**src/rtl/serial_frame_rx.sv**
```systemverilog
// Serial frame receiver: start bit, N data bits LSB first, optional even parity, stop bit.
// Delivers each good frame through a single valid/ready output register.
module serial_frame_rx #(
   parameter int N         = 4,
   parameter int PARITY_EN = 1
) (
   input  logic         clk,
   input  logic         reset_n,
   input  logic         sd,
   input  logic         sd_en,
   output logic [N-1:0] out_data,
   output logic         out_perr,
   output logic         out_valid,
   input  logic         out_ready,
   output logic         frame_err,
   output logic         overrun,
   output logic         busy
);

   localparam int CW = $clog2(N + 1);

   localparam logic [1:0] IDLE   = 2'd0;
   localparam logic [1:0] DATA   = 2'd1;
   localparam logic [1:0] PARITY = 2'd2;
   localparam logic [1:0] STOP   = 2'd3;

   localparam logic [CW-1:0] CNT_ZERO = {CW{1'b0}};
   localparam logic [CW-1:0] CNT_ONE  = {{(CW-1){1'b0}}, 1'b1};
   localparam logic [CW-1:0] CNT_LAST = CW'(N - 1);

   function automatic logic word_parity(input logic [N-1:0] v);
      return ^v;
   endfunction

   logic [1:0]    state_r,     state_nxt_s;
   logic [CW-1:0] cnt_r,       cnt_nxt_s;
   logic [N-1:0]  shreg_r,     shreg_nxt_s;
   logic          perr_pend_r, perr_nxt_s;
   logic          load_s, ovr_s, ferr_s;

   logic [N-1:0]  out_data_r;
   logic          out_perr_r, out_valid_r, frame_err_r, overrun_r, busy_r;

   // Next-state, shift and delivery decisions; everything advances only on a strobe.
   always_comb begin
      state_nxt_s = state_r;
      cnt_nxt_s   = cnt_r;
      shreg_nxt_s = shreg_r;
      perr_nxt_s  = perr_pend_r;
      load_s      = 1'b0;
      ovr_s       = 1'b0;
      ferr_s      = 1'b0;
      if (sd_en) begin
         case (state_r)
            IDLE: begin
               if (!sd) begin
                  state_nxt_s = DATA;
                  cnt_nxt_s   = CNT_ZERO;
                  perr_nxt_s  = 1'b0;
               end else begin
                  state_nxt_s = IDLE;
               end
            end
            DATA: begin
               shreg_nxt_s = {sd, shreg_r[N-1:1]};
               if (cnt_r == CNT_LAST) begin
                  cnt_nxt_s   = CNT_ZERO;
                  state_nxt_s = (PARITY_EN != 0) ? PARITY : STOP;
               end else begin
                  cnt_nxt_s   = cnt_r + CNT_ONE;
               end
            end
            PARITY: begin
               perr_nxt_s  = word_parity(shreg_r) ^ sd;
               state_nxt_s = STOP;
            end
            STOP: begin
               // A word being accepted this cycle frees the register for the new one.
               if (sd) begin
                  if (!out_valid_r || out_ready) begin
                     load_s = 1'b1;
                  end else begin
                     ovr_s  = 1'b1;
                  end
               end else begin
                  ferr_s = 1'b1;
               end
               state_nxt_s = IDLE;
            end
            default: begin
               state_nxt_s = IDLE;
               cnt_nxt_s   = CNT_ZERO;
            end
         endcase
      end else begin
         state_nxt_s = state_r;
      end
   end

   // State, output register and status pulses.
   always_ff @(posedge clk or negedge reset_n) begin
      if (!reset_n) begin
         state_r     <= IDLE;
         cnt_r       <= CNT_ZERO;
         shreg_r     <= {N{1'b0}};
         perr_pend_r <= 1'b0;
         out_data_r  <= {N{1'b0}};
         out_perr_r  <= 1'b0;
         out_valid_r <= 1'b0;
         frame_err_r <= 1'b0;
         overrun_r   <= 1'b0;
         busy_r      <= 1'b0;
      end else begin
         state_r     <= state_nxt_s;
         cnt_r       <= cnt_nxt_s;
         shreg_r     <= shreg_nxt_s;
         perr_pend_r <= perr_nxt_s;
         frame_err_r <= ferr_s;
         overrun_r   <= ovr_s;
         busy_r      <= (state_nxt_s != IDLE);
         if (load_s) begin
            out_data_r  <= shreg_r;
            out_perr_r  <= (PARITY_EN != 0) ? perr_pend_r : 1'b0;
            out_valid_r <= 1'b1;
         end else if (out_valid_r && out_ready) begin
            out_valid_r <= 1'b0;
         end
      end
   end

   assign out_data  = out_data_r;
   assign out_perr  = out_perr_r;
   assign out_valid = out_valid_r;
   assign frame_err = frame_err_r;
   assign overrun   = overrun_r;
   assign busy      = busy_r;

endmodule

```
**config.mk**
```make
export PLATFORM = sky130hd
export DESIGN_NAME = serial_frame_rx
export DESIGN_NICKNAME = d
export VERILOG_FILES = /design/src/rtl/serial_frame_rx.sv
export SDC_FILE = /design/constraint.sdc
export NUM_CORES = 1
export LEC_CHECK = 0
export BUFFER_PORTS_ARGS = -buffer_cell sky130_fd_sc_hd__buf_2
export CORE_MARGIN = 5
export CORE_UTILIZATION = 46
export DETAILED_ROUTE_END_ITERATION = 12
export PLACE_DENSITY = 0.67
export SYNTH_ARGS = -nofsm -noshare
export SYNTH_HDL_FRONTEND = slang
export SYNTH_SLANG_ARGS = --single-unit
```
**constraint.sdc**
```tcl
create_clock -name clk -period 2.3 [get_ports clk]
set_clock_uncertainty 0.15 [all_clocks]
set_input_delay 0.115 -clock clk [delete_from_list [all_inputs] [get_ports clk]]
set_output_delay 0.115 -clock clk [all_outputs]
set_load 0.05 [all_outputs]
```
==> results.json <==
{
  "crit_family": "buffers and inverters",
  "cts_setup_buffers": 0,
  "drive_above_1_share": 0.341,
  "grt_first_pass_wirelength_um": 2270,
  "vias": 539,
  "slew_violations": 0,
  "ys_types": 25,
  "die_area_um2": 2730,
  "grt_overflow": 0,
  "worstPathCellList": "dlygate4sd3_1, buf_2, nand4_1, nor2b_4, mux2_2",
  "slew_headroom": 0.729,
  "routed_wl_um": 1290,
  "async_flop_share": 1.00,
  "leakage_nw": 0.503,
  "ctsResizeCount": 0,
  "utilization": 0.566,
  "fp-row-count": 15,
  "hold_ws_ns": 0.0573,
  "core_area_um2": 1710,
  "switchingPower_w": 0.000505,
  "hold_viol_final": 0,
  "synth_nets": 69,
  "drc": 0,
  "ys_ff_latch": 19,
  "grt_usage": 0.117,
  "ys_warn_count": 0,
  "p_int_w": 0.000744,
  "area_growth_pct": 18.0,
  "drtIter0Drc": 7,
  "synth-simple-area-share": 0.0977,
  "antenna_cells": 0,
  "portBuffers": 13,
  "synth-main-ff-cell": "dfrtp_1",
  "cts_tree": "done",
  "cts.path.max_buffers": 2,
  "cp_slowest_cell": "dlygate4sd3_1",
  "initial_core_util": 0.480,
  "cts_sinks": 19,
  "die_h_um": 52.2,
  "io_pins": 14,
  "cts_htree_levels": 1,
  "swShare": 0.404,
  "viasPerCell": 5.04,
  "wire_per_inst_um": 12.1,
  "finalSetupViolCount": 0,
  "cp_num_buf_inv": 2,
  "synthMuxAreaShare": 0.124,
  "fin_nets": 89,
  "hold_end": "state_r[1]",
  "r2r_start": "state_r[1]",
  "die_x_um": 52.2,
  "critical_path.endpoint_type": "register",
  "grt_max_degree": 20,
  "cp_max_fo": 5,
  "cp_data_required_time_ns": 2.33,
  "ir_drop_v": 0.000476,
  "syn_inst": 63,
  "clock.fmax_mhz": 653,
  "dr.pass1.iters": 4,
  "p_clk_frac": 0.128,
  "period_share": 0.666,
  "worstHoldStart": "sd_en",
  "cts_buffers": 3,
  "start_kind": "input pin",
  "ant_nets": 0,
  "maxCapViolCount": 0,
  "arrival_ns": 1.56,
  "finalSetupTns_ns": 0,
  "r2r-end": "out_data[0]",
  "period_minus_slack_ns": 1.53,
  "p_comb_frac": 0.433,
  "gp_congestion": 0.809,
  "cts-root-buf": "clkbuf_4",
  "hold_depth": 4,
  "rsz0062_at_grt": "no",
  "syn_avg_cell_area_um2": 13.0,
  "r2r_slack_ns": 0.77,
  "seq_area_frac_synth": 0.580,
  "cpPeakStageDelay_ns": 0.52,
  "synth_top_family_by_area": "multiplexers",
  "grt_antenna_before_repair": 0,
  "syn_area_um2": 820,
  "synthXorXnorAreaFrac": 0.0489,
  "synth-compound-area-share": 0.102,
  "power_frac_seq": 0.440,
  "first_global_vias": 533,
  "synth-edff-count": 0,
  "tightest_slew_ns": 0.407,
  "crit_type": "input pin to register",
  "path_clk_slew_ns": 0.10,
  "clock_latency_ns": 0.28,
  "hpwl_um": 936,
  "power.density_nw_per_um2": 1290,
  "status": "completed",
  "r2r_cells": 3,
  "synthAdderAreaFrac": 0.0153,
  "hp-class": "input pin to register"
}
## stage by stage
step | cell area [µm²] | power (W) | setup slack (ns) | std cells
after CTS | 967 | 0.00127 | 0.767 | 107
after global routing | 967 | 0.00134 | 0.656 | 107
after global placement | 901 | 0.00109 | 0.802 | 99
after floorplan | 820 | 0.000986 | 0.762 | 63
after detailed placement | 901 | 0.00109 | 0.778 | 99
final | 967 | 0.00125 | 0.769 | 107
## placed cells by master, fill, tap and decap left out, types with 2 or more instances in the layout
master / n
dlygate4sd3_1: 4
nand2_1: 2
dfrtp_1: 19
nor2_1: 4
clkbuf_4: 3
o21a_1: 2
buf_2: 13
mux2_2: 9
inv_1: 3
nand2b_1: 2
o21ai_0: 4
## Yosys cell counts (2+ instances only)
| master | number | area [µm²] |
|---|---|---|
| mux2_2 | 9 | 101 |
| nand2b_1 | 2 | 12.5 |
| o21a_1 | 2 | 15.0 |
| dfrtp_1 | 19 | 475 |
| inv_1 | 3 | 11.3 |
| o21ai_0 | 4 | 20.0 |
| buf_4 | 2 | 15.0 |
| nor2_1 | 4 | 15.0 |
| nand2_1 | 2 | 7.51 |
## worst register-to-register path: cells and delay by family (launching register included)
kind / cells / cell delay, ns
DFF: 1 / 0.47
and+or+nand+nor: 2 / 0.45
muxes: 1 / 0.35
## per-layer routing
layer | global-route usage | up-vias | share of wire
met2 | 0.178 | 14 | 0.46
li1 | - | 260 | -
met3 | 0.0256 | 2 | 0.057
met5 | 0 | - | 0
met4 | 0.0766 | 0 | 0.011
met1 | 0.148 | 263 | 0.47
## worst max path at each step
stage / from / endpoint / slack [ns] / cells after the start
5_1_grt: state_r[1] / out_data[2] / 0.66 / 3
3_5_place_dp: state_r[1] / out_data[1] / 0.78 / 3
2_1_floorplan: out_valid / out_data[0] / 0.76 / 3
6_report: sd / out_data[0] / 0.77 / 5
4_1_cts: state_r[1] / out_data[1] / 0.77 / 3
3_3_place_gp: state_r[1] / out_data[0] / 0.80 / 3
## power groups by stage
stage | Combinational, W | Sequential [W] | Clock (W)
after global placement | 0.000532 | 0.000554 | 0
after detailed placement | 0.000536 | 0.000557 | 0
after CTS | 0.000545 | 0.000550 | 0.000171
after global routing | 0.000586 | 0.000566 | 0.000186
final | 0.000540 | 0.000549 | 0.000160
after floorplan | 0.000289 | 0.000698 | 0
## cells by family (layout without fill, tap and decap cells)
kind of cell / count (synthesis) / count (layout)
compound gates: 12 / 12
buf+inv: 5 / 24
mux: 9 / 9
xor+xnor: 3 / 3
simple gates: 14 / 14
fa+ha+maj: 1 / 1
flops: 19 / 19
## flip-flops by register name (all words and copies together), names as in the netlist
register / flops
overrun: 1
shreg_r: 4
cnt_r: 3
frame_err: 1
state_r: 2
perr_pend_r: 1
out_data: 4
out_perr: 1
out_valid: 1
busy: 1
## final cells by class
cell class                 instances  area [µm²]
timing repair buffer              17         105
clock buffer                       4        26.3
fill                             155         741
inverter                           3        11.3
multi-input combinational         39         318
sequential                        19         475
tap                               25        31.3
## repair_timing
action	CTS	global route
setup endpoints to repair	0	0
hold endpoints to repair	22	0
hold buffers	4	0
Power figures use the tool's default switching activity.
